--- src/rtl/imem_loader_pkg.sv ---
// Shared types and constants for the instruction-memory loader.
// IMEM_LOADER_CHECKSUM_EN adds the CHECK state for the trailing checksum byte.
package imem_loader_pkg;

    localparam int LEN_BYTES  = 2;
    localparam int WORD_BYTES = 4;
    localparam int WORD_W     = 32;

    typedef enum logic [2:0] {
        ST_IDLE   = 3'd0,
        ST_LEN_HI = 3'd1,
        ST_LEN_LO = 3'd2,
        ST_DATA   = 3'd3,
`ifdef IMEM_LOADER_CHECKSUM_EN
        ST_CHECK  = 3'd4,
`endif
        ST_DONE   = 3'd5,
        ST_ERR    = 3'd6
    } loader_state_t;

endpackage

--- src/rtl/imem_word_packer.sv ---
// Packs accepted stream bytes into 32-bit words; word_valid pulses the cycle after the 4th byte.
import imem_loader_pkg::*;

module imem_word_packer #(
    parameter int LITTLE_END = 0
) (
    input  logic              clk,
    input  logic              rst,
    input  logic              clear,
    input  logic              byte_valid,
    input  logic [7:0]        byte_data,
    output logic              byte_last,
    output logic              word_valid,
    output logic [WORD_W-1:0] word
);

    logic [1:0]  cnt;
    logic [23:0] sh;
    logic [23:0] sh_nxt;
    logic [31:0] packed_word;

    assign byte_last = (cnt == 2'(WORD_BYTES - 1));

    // Little-endian shifts new bytes in from the top so the first byte ends up in [7:0].
    assign sh_nxt      = (LITTLE_END != 0) ? {byte_data, sh[23:8]} : {sh[15:0], byte_data};
    assign packed_word = (LITTLE_END != 0) ? {byte_data, sh}       : {sh, byte_data};

    always_ff @(posedge clk or negedge rst) begin
        if (!rst) begin
            cnt        <= '0;
            sh         <= '0;
            word_valid <= 1'b0;
            word       <= '0;
        end else begin
            word_valid <= 1'b0;
            if (clear) begin
                cnt <= '0;
            end else if (byte_valid) begin
                cnt <= cnt + 2'd1;
                if (byte_last) begin
                    word_valid <= 1'b1;
                    word       <= packed_word;
                end else begin
                    sh <= sh_nxt;
                end
            end
        end
    end

endmodule

--- src/rtl/imem_loader.sv ---
// Loads a length-prefixed byte image into instruction memory and holds the core in reset until done.
// Optional trailing XOR checksum when IMEM_LOADER_CHECKSUM_EN is defined.
import imem_loader_pkg::*;

module imem_loader #(
    parameter int ADDR_WIDTH = 8,
    parameter int LITTLE_END = 0
) (
    input  logic                  clk,
    input  logic                  rst,
    input  logic                  start,
    input  logic [7:0]            rx_data,
    input  logic                  rx_valid,
    output logic                  rx_ready,
    output logic                  wr_en,
    output logic [ADDR_WIDTH-1:0] wr_addr,
    output logic [WORD_W-1:0]     wr_data,
    output logic                  cpu_rst_n,
    output logic                  busy,
    output logic                  done,
    output logic                  error,
    output logic [2:0]            dbg_state
);

    localparam logic [16:0] DEPTH = 17'(2 ** ADDR_WIDTH);
`ifdef IMEM_LOADER_CHECKSUM_EN
    localparam loader_state_t ST_TAIL = ST_CHECK;
`else
    localparam loader_state_t ST_TAIL = ST_DONE;
`endif

    loader_state_t state, state_nxt;
    logic          accept, start_ok, data_accept, byte_last, last_word;
    logic [7:0]    len_hi;
    logic [15:0]   len_q, len_n;
    logic [16:0]   word_idx;
`ifdef IMEM_LOADER_CHECKSUM_EN
    logic [7:0]    chk_q;
`endif

    // Handshake: a byte transfers on a rising edge where rx_valid && rx_ready; the source
    // holds rx_data stable while rx_valid is high, and a low rx_valid simply stalls the loader.
    assign accept      = rx_valid && rx_ready;
    assign start_ok    = start && (state inside {ST_IDLE, ST_DONE, ST_ERR});
    assign data_accept = accept && (state == ST_DATA);
    assign len_n       = {len_hi, rx_data};
    assign last_word   = ((word_idx + 17'd1) == {1'b0, len_q});
    assign dbg_state   = state;

    imem_word_packer #(.LITTLE_END(LITTLE_END)) u_packer (
        .clk        (clk),
        .rst        (rst),
        .clear      (start_ok),
        .byte_valid (data_accept),
        .byte_data  (rx_data),
        .byte_last  (byte_last),
        .word_valid (wr_en),
        .word       (wr_data)
    );

    always_ff @(posedge clk or negedge rst) begin
        if (!rst) state <= ST_IDLE;
        else      state <= state_nxt;
    end

    always_comb begin
        state_nxt = state;
        case (state)
            ST_IDLE, ST_DONE, ST_ERR: if (start) state_nxt = ST_LEN_HI;
            ST_LEN_HI: if (accept) state_nxt = ST_LEN_LO;
            ST_LEN_LO: begin
                // 17-bit compare so a full-depth image (N == DEPTH) is legal.
                if (accept) begin
                    if ({1'b0, len_n} > DEPTH) state_nxt = ST_ERR;
                    else if (len_n == 16'd0)   state_nxt = ST_TAIL;
                    else                       state_nxt = ST_DATA;
                end
            end
            ST_DATA: if (data_accept && byte_last && last_word) state_nxt = ST_TAIL;
`ifdef IMEM_LOADER_CHECKSUM_EN
            ST_CHECK: if (accept) state_nxt = (rx_data == chk_q) ? ST_DONE : ST_ERR;
`endif
            default: state_nxt = ST_IDLE;
        endcase
    end

    always_comb begin
        rx_ready  = 1'b0;
        busy      = 1'b0;
        done      = 1'b0;
        error     = 1'b0;
        cpu_rst_n = 1'b0;
        case (state)
            ST_LEN_HI, ST_LEN_LO, ST_DATA: begin
                rx_ready = 1'b1;
                busy     = 1'b1;
            end
`ifdef IMEM_LOADER_CHECKSUM_EN
            ST_CHECK: begin
                rx_ready = 1'b1;
                busy     = 1'b1;
            end
`endif
            ST_DONE: begin
                done      = 1'b1;
                cpu_rst_n = 1'b1;
            end
            ST_ERR:  error = 1'b1;
            default: ;
        endcase
    end

    always_ff @(posedge clk or negedge rst) begin
        if (!rst) begin
            len_hi   <= '0;
            len_q    <= '0;
            word_idx <= '0;
            wr_addr  <= '0;
`ifdef IMEM_LOADER_CHECKSUM_EN
            chk_q    <= '0;
`endif
        end else begin
            if (start_ok) begin
                word_idx <= '0;
`ifdef IMEM_LOADER_CHECKSUM_EN
                chk_q    <= '0;
`endif
            end
            if (accept && (state == ST_LEN_HI)) len_hi <= rx_data;
            if (accept && (state == ST_LEN_LO)) len_q  <= len_n;
            if (data_accept) begin
`ifdef IMEM_LOADER_CHECKSUM_EN
                chk_q <= chk_q ^ rx_data;
`endif
                // wr_addr lines up with the packer's registered word on the following cycle.
                if (byte_last) begin
                    wr_addr  <= word_idx[ADDR_WIDTH-1:0];
                    word_idx <= word_idx + 17'd1;
                end
            end
        end
    end

endmodule

--- config.mk ---
export PLATFORM = sky130hd
export DESIGN_NAME = imem_loader
export DESIGN_NICKNAME = d
export VERILOG_FILES = /design/src/rtl/imem_loader_pkg.sv /design/src/rtl/imem_word_packer.sv /design/src/rtl/imem_loader.sv
export SDC_FILE = /design/constraint.sdc
export NUM_CORES = 1
export LEC_CHECK = 0
export CAP_MARGIN = 20
export CORE_UTILIZATION = 60
export CTS_CLUSTER_DIAMETER = 200
export DETAILED_ROUTE_END_ITERATION = 8
export PLACE_DENSITY = 0.93
export SYNTH_ARGS = -nofsm -noshare
export SYNTH_HDL_FRONTEND = slang
export SYNTH_SLANG_ARGS = --single-unit
--- constraint.sdc ---
create_clock -name clk -period 4.8 [get_ports clk]
set_input_delay 0.48 -clock clk [delete_from_list [all_inputs] [get_ports clk]]
set_output_delay 0.48 -clock clk [all_outputs]
set_load 0.05 [all_outputs]
Yosys cells after proc, flatten, opt, wreduce, memory -nomap -nowiden

Index checks and enable logic that the tools add are counted.

Reductions and logical operators: 17
Magnitude comparators: 1
Bitwise operators: 2
Equal/unequal tests: 11
$add $sub $neg: 2
Multiplexer cells: 18

Operators with widths:

| operator                                                        | count |
|---|---|
| two-way mux 17 bit                                              | 3 |
| two-way mux 3 bit                                               | 6 |
| adder 17 x 1 -> 17 bit (second input constant)                  | 1 |
| equality test 17 x 16 -> 1 bit                                  | 1 |
| greater-than comparator 16 x 9 -> 1 bit (second input constant) | 1 |
| logical NOT 16 bit                                              | 1 |
| case mux 3 bit (4 select lines)                                 | 1 |
| logical AND 1 bit                                               | 7 |
| equality test 3 x 2 -> 1 bit (second input constant)            | 2 |
| equality test 3 bit (second input constant)                     | 2 |
| two-way mux 1 bit                                               | 6 |
| != test 2 bit (second input constant)                           | 3 |
| AND reduction 3 bit                                             | 2 |
| OR reduction 3 bit                                              | 2 |
| two-way mux 2 bit                                               | 2 |
| AND reduction 4 bit                                             | 1 |
| equality test 3 x 1 -> 1 bit (second input constant)            | 1 |
| logical NOT 3 bit                                               | 1 |
| nonzero test 3 bit                                              | 1 |
| adder 2 x 1 -> 2 bit (second input constant)                    | 1 |
| equality test 2 bit (second input constant)                     | 1 |
| != test 2 x 1 -> 1 bit (second input constant)                  | 1 |
| inverter 1 bit                                                  | 2 |
| AND reduction 2 bit                                             | 1 |
| nonzero test 2 bit                                              | 1 |

Bits in registers: 111
Logic and storage cells: 60
Output and inout port bits: 49
Bits of input ports: 12

Depth between registers and ports, before layout

Gate-level depths: netlist of run 1.

Depth in word-level cells: 9
Mapped depth: 9

Modules after synthesis

A second synthesis of run 1 with hierarchy kept.

Cell total of the unflattened synthesis: 440
Area total of the unflattened synthesis: 5308.8 sq um

By module, submodules not included:

| module           | cells an instance | sequential area each (sq um) | instances | area an instance (sq um) |
|---|---|---|---|---|
| imem_loader      | 312               | 1301.2                       | 1         | 3072.9 |
| imem_word_packer | 128               | 1476.4                       | 1         | 2235.9 |

Least setup slack after synthesis of run 1

OpenSTA, ideal clock, no wires.

Path type: register to output
Start: register state[2] (netlist: dbg_state[2])
End: output done
Arrival: 2612 ps
Path slack: 1708 ps
Stages on the path, launching flop included: 4
Buffers on the path: 2
Required time: 4320 ps
Cell sequence: dfrtp_1 clkbuf_1 nor3b_1 buf_4

Longest elaborated chain between the ends: 2

RTL lines:

| what                   | line              | source |
|---|---|---|
| start, declared        | imem_loader.sv:32 | `loader_state_t state, state_nxt;` |
| start signal, assigned | imem_loader.sv:63 | `else state <= state_nxt;` |
| equality test 3 bit    | n/a               |  |
| two-way mux 1 bit      | n/a               |  |
| end, declared          | imem_loader.sv:20 | `output logic done,` |

Every way passes these cells.

Worst setup path after layout of run 1

Start: register state[2] (netlist: dbg_state[2])
End: register word_idx[4]

Longest elaborated chain between the ends: 6

RTL lines:

| what                                                     | line                                  | source |
|---|---|---|
| equality test 3 bit (tied with other cells)              | imem_loader.sv:44                     | `assign start_ok = start && (state inside {ST_IDLE, ST_DONE, ST_ERR});` |
| nonzero test 3 bit or OR reduction 3 bit (tied branches) | imem_loader.sv:44, imem_loader.sv:93  |  |
| logical AND 1 bit or two-way mux 1 bit (tied branches)   | imem_loader.sv:44, imem_loader.sv:93  |  |
| two-way mux 17 bit or logical AND 1 bit (tied branches)  | imem_loader.sv:123, imem_loader.sv:43 |  |
| two-way mux 17 bit or logical AND 1 bit (tied branches)  | imem_loader.sv:136, imem_loader.sv:45 |  |
| two-way mux 17 bit *                                     | imem_loader.sv:131                    | `if (data_accept) begin` |
| end signal, assigned                                     | imem_loader.sv:138                    | `word_idx <= word_idx + 17'd1;` |
| end, declared                                            | imem_loader.sv:36                     | `logic [16:0] word_idx;` |

Mark *: on every way between the ends. The rest lies on a longest branch, timed or not.
A chain may end at the register's enable or synchronous reset.

==> summary.md, run 1 <==
| Metric | Value |
|---|---|
| Status | completed |
| Die area | 8830 um2 |
| Final Max Slew Viols | 0 |
| Nets@finish | 564 |
| Layout Area Growth over Synthesis | 16.7% |
| All-Layer GR Usage | 28.0% |
| ANT cells | 0 |
| # H-tree levels | 3 |
| # placed instances | 642 |
| Register bit total from synthesis | 111 |
| Period utilization | 70.3% |
| Starting density of the core | 61.7% |
| Syn nets | 515 |
| Max Clock Freq | 296 MHz |
| Post-Route Skew | 0.00915 ns |
| Startpoint Class | flop |
| Area leader, netlist | dfrtp_1 |
| Global-route wire length before repair | 18700 um |
| Area contributors post-synth | dfrtp_1, nand2_1, mux2_2 |
| CTS buffer count | 9 |
| Synth async-reset ratio | 100% |
| # DRC | 0 |
| Num Clock Sinks | 111 |
| Final hold viol count | 0 |
| Initial antenna violation count | 0 |
| Clock Tree Buf Depth | 2 |
| Mapped Cells | 501 |
| Leakage power | 2.70 nW |
| Cts hold-fix bufs | 0 |
| Synth top area share | 54.8% |
| Number of max-cap violations | 0 |
| Via Count | 3945 |
| Pwr dens | 622 nW/um2 |
| Share of cells above drive strength 1 | 14.8% |
| Per-cell routed wire length | 17.5 um |
| Class of the worst hold path | input port to asynchronous set/reset pin |
| Iter 0 DRT Violations | 447 |
| Endpoints failing setup | 0 |
| Core area | 8220 um2 |
| TritonCTS clock tree | built |
| Clock Pin Slew Worst Setup and Hold Paths | 0.11 ns |
| Worst-path maximum fanout | 63 |
| Slew headroom | 27.9% |
| Worst endpoint required time | 5.08 ns |
| Final WL | 11500 um |
| Buffers on Ports | 60 |
| Mean Syn Cell Area | 10.1 um2 |
| Clk_lat worst skew | 0.39 ns |
| Post-Route Utilization | 72.0% |
| GP Congestion | 0.866 |
| Unrepaired setup endpoints after global routing | no |
| Slew @ Worst Pin | 1.07 ns |
| DRT Pass-1 Iters | 5 |
| Clock root cell | clkbuf_8 |
| DRT antenna net count | 0 |
| Total Power | 3.68 mW |
| Setup tns final | 0 ns |
| Flop2flop setup slack | 1.43 ns |
| FP Rows | 33 |
| Crit Path Category | flop to flop |
| Post-CTS Setup Bufs | 0 |
| Minimum clock period | 3.37 ns |
| Die width | 93.9 um |
| Via density | 5.99 |
| Register area share after synthesis | 54.8% |
| DIE HEIGHT | 93.9 um |
| Main flop type after synthesis | dfrtp_1 |
| Unique masters post-synth | 51 |
| Dpl cell area | 5710 um2 |
| Final Cell Area | 5920 um2 |
| CTS resizes | 0 |
| Worst r2r dst | word_idx[4] |
| Origin of the critical flop-to-flop path | dbg_state[2] |
| Synth Cell Area | 5070 um2 |
| Crit. End Element | flop |
| Ys Warns | 0 |
| IO Count | 61 |
| Detailed placer's ending HPWL | 7720 um |
| Largest net degree at the start of global routing | 68 |
| FF-to-FF path depth | 8 |
| Post-synth EDFFs | 0 |
| Worst IR Drop VDD | 410 uV |
| Critical path data arrival time | 3.66 ns |
| Total gr overflow | 0 |
| Non-filler cells, final | 659 |
| Vias in the first global route | 3748 |
power by group:
| part | leakage (nW) | total (mW) | internal, mW | switching, mW |
|---|---|---|---|---|
| sequential | 1.43 | 1.58 | 1.27 | 0.312 |
| combinational | 1.19 | 1.57 | 0.648 | 0.922 |
| clock | 0.0853 | 0.531 | 0.195 | 0.336 |
cell usage after synthesis, types with 2 or more instances:
| master | count |
|---|---|
| nor2_1 | 24 |
| clkbuf_1 | 19 |
| ha_1 | 2 |
| o21ai_0 | 31 |
| nand2_1 | 152 |
| and4_1 | 3 |
| and3_2 | 2 |
| nand3_1 | 6 |
| xor2_1 | 8 |
| a21oi_1 | 10 |
| xnor2_1 | 13 |
| nor2b_1 | 6 |
| buf_2 | 6 |
| o31ai_1 | 5 |
| a31oi_1 | 2 |
| nor3_1 | 2 |
| inv_1 | 5 |
| dfrtp_1 | 111 |
| and3_1 | 3 |
| buf_4 | 2 |
| mux2_2 | 48 |
| nand4_1 | 6 |
| nor4_1 | 6 |
| nor3b_1 | 2 |
cells by family after synthesis:
logic type	count (synthesis)	synth area share, %
buf+inv	33	2.74
fa+ha+maj	2	0.493
compound gates	59	6.91
simple gates	226	20.6
flops	111	54.8
mux	49	10.9
xor+xnor	21	3.63
registers in the layout, summed over array words and instances (netlist names):
register,count
u_packer.word,32
len_q,16
word_idx,17
len_hi,8
dbg_state,3
u_packer.word_valid,1
u_packer.sh,24
wr_addr,8
u_packer.cnt,2
area by class of cell:
type | instances | area (um2)
fillers | 514 | 2300
flip-flops and latches | 111 | 2780
well taps | 105 | 131
inverters | 6 | 22.5
clock inverters | 6 | 55.1
clock buffers | 9 | 124
repair buffers | 65 | 647
multi-input cells | 357 | 2160
cell usage in the layout (no fill, tap or decap), types with 2 or more instances in the layout:
cell type	synthesis	layout
nor3b_1	2	2
xnor2_1	13	13
nor2_1	24	23
dfrtp_1	111	111
nor2b_1	6	6
xor2_1	8	8
nand2_1	152	151
mux2_2	48	48
and3_1	3	3
nand3_1	6	6
o21ai_0	31	31
inv_1	5	5
and3_2	2	2
nand4_1	6	6
o31ai_1	5	5
nor4_1	6	6
nor3_1	2	2
clkinv_4	0	2
a31oi_1	2	2
ha_1	2	2
and4_1	3	3
clkbuf_8	0	9
a21oi_1	10	10
clkinvlp_4	0	2
inv_8	0	2
buf_4	2	4
clkdlybuf4s50_1	0	59
critical path, stage by stage (launching register included):
cell and delay [ns]:
dfrtp_1 0.64, and4b_1 0.29, nand2_2 0.07, buf_4 0.49, clkinv_1 0.14, buf_4 0.31, nor2_1 0.86, o21ai_0 0.27
o31ai_1 0.14
per-stage QoR:
step	setup slack, ns	hold WS [ns]
after global routing	1.17	0.252
after detailed placement	1.18	0.461
after CTS	1.54	0.220
after floorplan	1.71	0.184
after global placement	1.43	0.448
final	1.43	0.185
worst max path at each step:
| stage | start | endpoint | slack (ns) | cells past startpoint |
|---|---|---|---|---|
| 3_5_place_dp | rx_valid | word_idx[4] | 1.18 | 9 |
| 4_1_cts | dbg_state[2] | word_idx[4] | 1.54 | 8 |
| 3_3_place_gp | rx_valid | word_idx[4] | 1.43 | 9 |
| 2_1_floorplan | dbg_state[2] | done | 1.71 | 3 |
| 6_report | dbg_state[2] | word_idx[4] | 1.43 | 8 |
| 5_1_grt | dbg_state[2] | word_idx[9] | 1.17 | 8 |
layer usage:
metal | vias to the layer above | wire (um) | GRT usage (%)
li1 | 1788 | - | -
met3 | 27 | 648 | 4.05
met4 | 0 | 293 | 11.7
met2 | 163 | 5650 | 44.8
met1 | 1967 | 4950 | 38.5
met5 | - | 0 | 0
No activity file was read; power rests on OpenSTA's default activity.
==> run 2: changes to the inputs <==
Settings changed: CORE_UTILIZATION 60 to 50, PLACE_DENSITY 0.93 to 0.84.
Clock period 4.8 ns to 2.7 ns, I/O delays scaled along.
==> run 2 against run 1 <==
Against the previous run: die area grew 20%; cell count grew 6.4%; clock skew rose by 0.0030 ns; global-route usage decreased by 5.3 points; count of clock-buffer cells in the layout up 1; critical path type unchanged; highest routed layer unchanged.
==> summary.md, run 2 (same netlist as run 1, synthesis figures left out) <==
| Metric | Value |
|---|---|
| Status | completed |
| Most frequent cells in the layout | nand2_1, dfrtp_1, clkdlybuf4s50_1, mux2_2, o21ai_0 |
| Layout Area Growth over Synthesis | 19.6% |
| Post-Route Utilization | 61.8% (-10 points) |
| IO Count | 61 (unchanged) |
| Final setup margin | 0.172 ns (-1.25 ns) |
| Class of the worst hold path | input port to asynchronous set/reset pin |
| Non-filler cells, final | 701 (+6.4%) |
| Worst IR Drop VDD | 952 uV (+130%) |
| Hold slack | 0.438 ns (+0.253 ns) |
| Unrepaired setup endpoints after global routing | no |
| CTS buffer count | 9 (unchanged) |
| Largest register FFs | 32 (unchanged) |
| Final hold viol count | 0 (unchanged) |
| Vias in the first global route | 3705 (-1.1%) |
| Slew headroom | 57.7% (+30 points) |
| Slowest-stage cell, CP | dfrtp_1 |
| # H-tree levels | 3 (unchanged) |
| CP Cell Sequence | nand4_2 > nor4_4 > nor3b_4 > xnor2_1 > nor4_2 > nand4_1 > a31o_1 |
| ANT cells | 0 (unchanged) |
| Pwr dens | 1080 nW/um2 (+73%) |
| Flop pwr share | 41.4% (-1.5 points) |
| Num Clock Sinks | 111 (unchanged) |
| Max Clock Freq | 396 MHz (+33%) |
| Crit. End Element | flop |
| # DRC | 0 (unchanged) |
| Largest net degree at the start of global routing | 66 (-2.9%) |
| Starting density of the core | 51.7% (-10 points) |
| Worst-path maximum fanout | 12 (-81%) |
| Iter 0 DRT Violations | 241 (-46%) |
| FP Rows | 36 (+9.1%) |
| Slew @ Worst Pin | 0.635 ns (-0.439 ns) |
| DRT antenna net count | 0 (unchanged) |
| DIE HEIGHT | 103 um (+9.3%) |
| Leakage power | 2.77 nW (+2.3%) |
| Switching fraction of total power | 41.7% (-0.96 points) |
| Global-route wire length before repair | 18400 um (-1.9%) |
| GP Congestion | 0.819 (-5.4%) |
| Critical path's largest stage delay | 0.58 ns (-0.28 ns) |
| Worst endpoint required time | 2.97 ns (-2.11 ns) |
| Via Count | 3946 (+0.025%) |
| Total gr overflow | 0 (unchanged) |
| Detailed placer's ending HPWL | 7800 um (+1.0%) |
| Clock Tree Buf Depth | 2 (unchanged) |
| Die width | 103 um (+9.3%) |
| Critical path data arrival time | 2.79 ns (-0.87 ns) |
| Crit Path Category | flop to flop |
| Combinational share of power | 44.4% (+1.7 points) |
| Pre-CTS setup slack | 0.118 ns (-1.06 ns) |
| # fillers | 799 (+55%) |
| Minimum clock period | 2.53 ns (-0.845 ns) |
| All-Layer GR Usage | 22.7% (-5.3 points) |
| Switching power total | 2.72 mW (+73%) |
| Initial antenna violation count | 0 (unchanged) |
| Nets@finish | 577 (+2.3%) |
| Period utilization | 93.6% (+23 points) |
| Number of max-cap violations | 0 (unchanged) |
| TritonCTS clock tree | built |
| Endpoints failing setup | 0 (unchanged) |
| # placed instances | 684 (+6.5%) |
| Buffers on Ports | 60 (unchanged) |
| Clock share of power | 14.3% (about the same) |
| Setup tns final | 0 ns (unchanged) |
| Share of cells above drive strength 1 | 17.4% (+2.6 points) |
| Reg with most FFs | u_packer.word |
| Per-cell routed wire length | 15.9 um (-9.0%) |
| Crit path buffers/inverters | 0 (-3) |
| Final WL | 11200 um (-3.2%) |
| Die area | 10600 um2 (+20%) |
| Startpoint Class | flop |
| Core area | 9820 um2 (+20%) |
| Final Max Slew Viols | 0 (unchanged) |
| Clk_lat worst skew | 0.37 ns (-0.02 ns) |
| Commonest non-fill, non-tap cell in the layout | nand2_1 |
| Clock Pin Slew Worst Setup and Hold Paths | 0.11 ns (about the same) |
| CP top delay family | simple AND/OR/NAND/NOR gates |
| Via density | 5.63 (-6.0%) |
| Post-Route Skew | 0.0121 ns (+0.00298 ns) |
| Pint | 3.81 mW (+80%) |
| DRT Pass-1 Iters | 5 (unchanged) |
| Biggest regs | u_packer.word x32, u_packer.sh x24, word_idx x17 |
| Clock root cell | clkbuf_8 |
[run 2: cell count changes in the layout (fill, tap and decap cells not counted), moves of 2 or more]
cell,before,now
dfrtp_2,0,2
clkinv_4,2,0
buf_4,4,17
dfrtp_1,111,109
[run 2: power groups by stage]
stage,clock [mW],sequential [mW],combinational [mW]
detailed placement,0,2.73,2.89
global placement,0,2.69,2.81
global route,1.01,2.77,3.11
CTS,0.940,2.70,2.91
finish,0.931,2.70,2.90
floorplan,0,3.32,1.36
[run 2: per-layer routing]
layer / up-vias / wire [um] / global-route usage (%) / part of all wire (%)
met5: - / 0 / 0 / 0
met4: 0 / 299 / 9.12 / 2.7
met3: 28 / 410 / 2.64 / 3.7
met2: 126 / 5490 / 35.0 / 49
met1: 1968 / 4970 / 32.8 / 44
li1: 1824 / - / - / -
[run 2: through the flow]
stage | total power [mW] | area, um2
floorplan | 4.68 | 5080
global placement | 5.50 | 5870
detailed placement | 5.61 | 5870
CTS | 6.54 | 6060
global route | 6.89 | 6070
finish | 6.53 | 6070
[run 2: cell type report]
| class | count | area (um2) | share of cell area (%) |
|---|---|---|---|
| sequential | 111 | 2780 | 45.8 |
| multi-input combinational | 357 | 2170 | 35.8 |
| timing repair buffer | 78 | 748 | 12.3 |
| tap | 133 | 166 | 2.74 |
| clock buffer | 10 | 128 | 2.10 |
| clock inverter | 6 | 51.3 | 0.846 |
| inverter | 6 | 22.5 | 0.371 |
[run 2: repair_timing]
| action | in CTS | in global routing |
|---|---|---|
| hold buffers | 1 | 0 |
| setup buffers | 0 | 0 |
| endpoints found under the hold margin | 46 | 0 |
| setup endpoints to repair | 0 | 1 |
| resized for setup | 0 | 3 |
[run 2: worst paths after layout]
path	depth (start not counted)	from	end	slack, ns
worst max-delay path	7	word_idx[5]	dbg_state[1]	0.17
worst min-delay path	2	rst	u_packer.word[20]	0.44
worst max register to register	7	word_idx[5]	dbg_state[1]	0.17
worst min register to register	2	u_packer.sh[20]	u_packer.word[28]	0.46
max in group asynchronous	3	rst	len_q[8]	1.51
min in group clk	2	u_packer.sh[20]	u_packer.word[28]	0.46
==> run 3: changes to the inputs <==
Settings changed: CORE_UTILIZATION 50 to 51, SYNTH_HIERARCHICAL set to 1.
==> run 3 against run 2 <==
Against the previous run: total power is 21% lower; count of clock-buffer cells in the layout is 1 higher; clock skew is 0.0037 ns lower; core utilization is 1.2 points higher; die area is 2.6% higher; non-clock buffer count is 3 lower; first-iteration DRC count is 6.6% lower; combinational power is 42% lower; setup slack better by 0.033 ns; highest routed layer unchanged.
==> summary.md, run 3 <==
| Metric | Value |
|---|---|
| Initial antenna violation count | 0 (unchanged) |
| FP Rows | 36 (unchanged) |
| Slew @ Worst Pin | 0.764 ns (+0.129 ns) |
| Per-cell routed wire length | 17.5 um (+10%) |
| ANT cells | 0 (unchanged) |
| Largest register FFs | 32 (unchanged) |
| Period utilization | 92.4% (-1.2 points) |
| Die width | 104 um (+1.3%) |
| Die area | 10800 um2 (+2.6%) |
| IO Count | 61 (unchanged) |
| Unique masters post-synth | 62 (+22%) |
| Total gr overflow | 0 (unchanged) |
| DRT Pass-1 Iters | 4 (-1) |
| DIE HEIGHT | 104 um (+1.3%) |
| Final hold viol count | 0 (unchanged) |
| Clock Tree Buf Depth | 2 (unchanged) |
| Worst IR Drop VDD | 570 uV (-40%) |
| Ys Warns | 6 (+6) |
| Main flop type after synthesis | dfrtp_1 |
| Startpoint Class | flop |
| Origin of the critical flop-to-flop path | word_idx[0] |
| Non-filler cells, final | 636 (-9.3%) |
| Final WL | 11200 um (-0.14%) |
| Crit. End Element | flop |
| Worst-path maximum fanout | 9 (-3) |
| DRT antenna net count | 0 (unchanged) |
| Syn nets | 454 (-12%) |
| Synth top area share | 52.3% (-2.4 points) |
| Share of cells above drive strength 1 | 25.8% (+8.4 points) |
| FF-to-FF path depth | 8 (+1) |
| Post-Route Utilization | 63.0% (+1.2 points) |
| Mapped Cells | 440 (-12%) |
| Iter 0 DRT Violations | 225 (-6.6%) |
| Endpoints failing setup | 0 (unchanged) |
| Final setup margin | 0.205 ns (+0.0328 ns) |
| Clock root cell | clkbuf_8 |
| Global-route wire length before repair | 18700 um (+1.6%) |
| Unrepaired setup endpoints after global routing | no |
| Synth async-reset ratio | 100% (unchanged) |
| Num Clock Sinks | 111 (unchanged) |
| Clock Pin Slew Worst Setup and Hold Paths | 0.10 ns (about the same) |
| Number of max-cap violations | 0 (unchanged) |
| Leakage power | 2.76 nW (-0.18%) |
| Post-synth EDFFs | 0 (unchanged) |
| # placed instances | 619 (-9.5%) |
| Worst endpoint required time | 2.96 ns (about the same) |
| Core area | 9910 um2 (+0.92%) |
| CTS buffer count | 9 (unchanged) |
| Worst r2r dst | dbg_state[1] |
| Via density | 5.72 (+1.7%) |
| Flop2flop setup slack | 0.20 ns (+0.03 ns) |
| Final Max Slew Viols | 0 (unchanged) |
| Commonest non-fill, non-tap cell in the layout | dfrtp_1 |
| Starting density of the core | 53.6% (+1.9 points) |
| Via Count | 3641 (-7.7%) |
| Synth Cell Area | 5310 um2 (+4.7%) |
| Buffers on Ports | 60 (unchanged) |
| Most frequent cells after synthesis | dfrtp_1, mux2_2, nor2_1 |
| GP Congestion | 0.934 (+14%) |
| Reg with most FFs | u_packer/word |
| Mean Syn Cell Area | 12.1 um2 (+19%) |
| # DRC | 0 (unchanged) |
| Status | completed |
| Largest net degree at the start of global routing | 61 (-7.6%) |
| All-Layer GR Usage | 21.7% (-0.99 points) |
| Register bit total from synthesis | 111 (unchanged) |
| Clk_lat worst skew | 0.37 ns (about the same) |
| Vias in the first global route | 3708 (+0.081%) |
| Crit Path Category | flop to flop |
| Post-Route Skew | 0.00846 ns (-0.00367 ns) |
| Layout Area Growth over Synthesis | 17.7% |
| Nets@finish | 512 (-11%) |
| TritonCTS clock tree | built |
| Slew headroom | 49.1% (-8.6 points) |
| # H-tree levels | 3 (unchanged) |
| Critical path data arrival time | 2.76 ns (-0.03 ns) |
| Most frequent cells in the layout | dfrtp_1, mux2_2, clkdlybuf4s50_1, nor2_1, nand2_1 |
| Top-count cell post-synth | dfrtp_1 |
| Minimum clock period | 2.50 ns (-0.0328 ns) |
| Biggest regs | u_packer/word x32, u_packer/sh x24, word_idx x17 |
| Pre-CTS setup slack | 0.172 ns (+0.0532 ns) |
| Max Clock Freq | 401 MHz (+1.3%) |
| Area contributors post-synth | dfrtp_1, mux2_2, nor2_1 |
| Class of the worst hold path | input port to asynchronous set/reset pin |
| Setup tns final | 0 ns (unchanged) |
| Pwr dens | 826 nW/um2 (-23%) |
| Register area share after synthesis | 52.3% (-2.4 points) |
| Area leader, netlist | dfrtp_1 |
| Detailed placer's ending HPWL | 7980 um (+2.3%) |
-- run 3: layout make-up --
class	instances	area, um2
clock inverter	5	61.3
tap	133	166
multi-input combinational	295	2340
sequential	111	2780
inverter	6	22.5
fill	784	3660
timing repair buffer	75	751
clock buffer	11	131
-- run 3: critical path, cell delays in order, from the launching register on --
cell       delay [ns]
dfrtp_1          0.48
ha_2             0.28
and4_1           0.29
a22o_1           0.20
a32o_1           0.27
a2111oi_2        0.37
o2111ai_1        0.22
o211ai_1         0.20
nand2_1          0.07
-- run 3: stage by stage --
stage / cell area [um2] / power (mW) / hold WS [ns]
detailed placement: 6040 / 4.19 / 0.364
global placement: 6040 / 4.10 / 0.357
CTS: 6240 / 5.20 / 0.500
finish: 6250 / 5.16 / 0.496
global route: 6250 / 5.43 / 0.528
floorplan: 5310 / 3.66 / -0.0256
-- run 3: timing repair --
item                                    in CTS  in global routing
hold buffers                                 1                  0
endpoints found under the setup margin       0                  1
resized for setup                            0                  1
hold endpoints to repair                    57                  0
buffers inserted                             0                  0
-- run 3: power by group --
part           internal, mW  switching (mW)  total [mW]
Sequential             2.09           0.398        2.49
Combinational         0.801           0.871        1.67
Clock                 0.439           0.558       0.997
-- run 3: logic make-up (layout without fill, tap and decap cells) --
kind of cell	count (synthesis)	count (layout)	share of synthesized area (%)
buffers and inverters	34	97	3.72
AND/OR/NAND/NOR	117	117	12.9
flip-flops	111	111	52.3
multiplexers	90	90	19.0
XOR/XNOR	15	15	2.47
adder cells (fa/ha/maj)	2	2	0.471
AO/OA/AOI/OAI	71	71	9.10
-- run 3: how the worst max path moves through the flow --
stage                     slack, ns             end          from
final                          0.20    dbg_state[1]   word_idx[0]
after global routing           0.03    dbg_state[1]   word_idx[0]
after CTS                      0.16    dbg_state[1]   word_idx[0]
after detailed placement       0.17    dbg_state[1]   word_idx[0]
after global placement         0.26    dbg_state[1]   word_idx[0]
after floorplan                0.04  u_packer/sh[4]  dbg_state[0]
-- run 3: layer usage --
metal | vias to the layer above | routed length, um | global-route usage (%) | share of wire (%)
li1 | 1714 | - | - | -
met1 | 1803 | 4900 | 28.5 | 44
met2 | 97 | 5310 | 34.8 | 48
met3 | 27 | 633 | 4.76 | 5.7
met4 | 0 | 310 | 9.08 | 2.8
met5 | - | 0 | 0 | 0
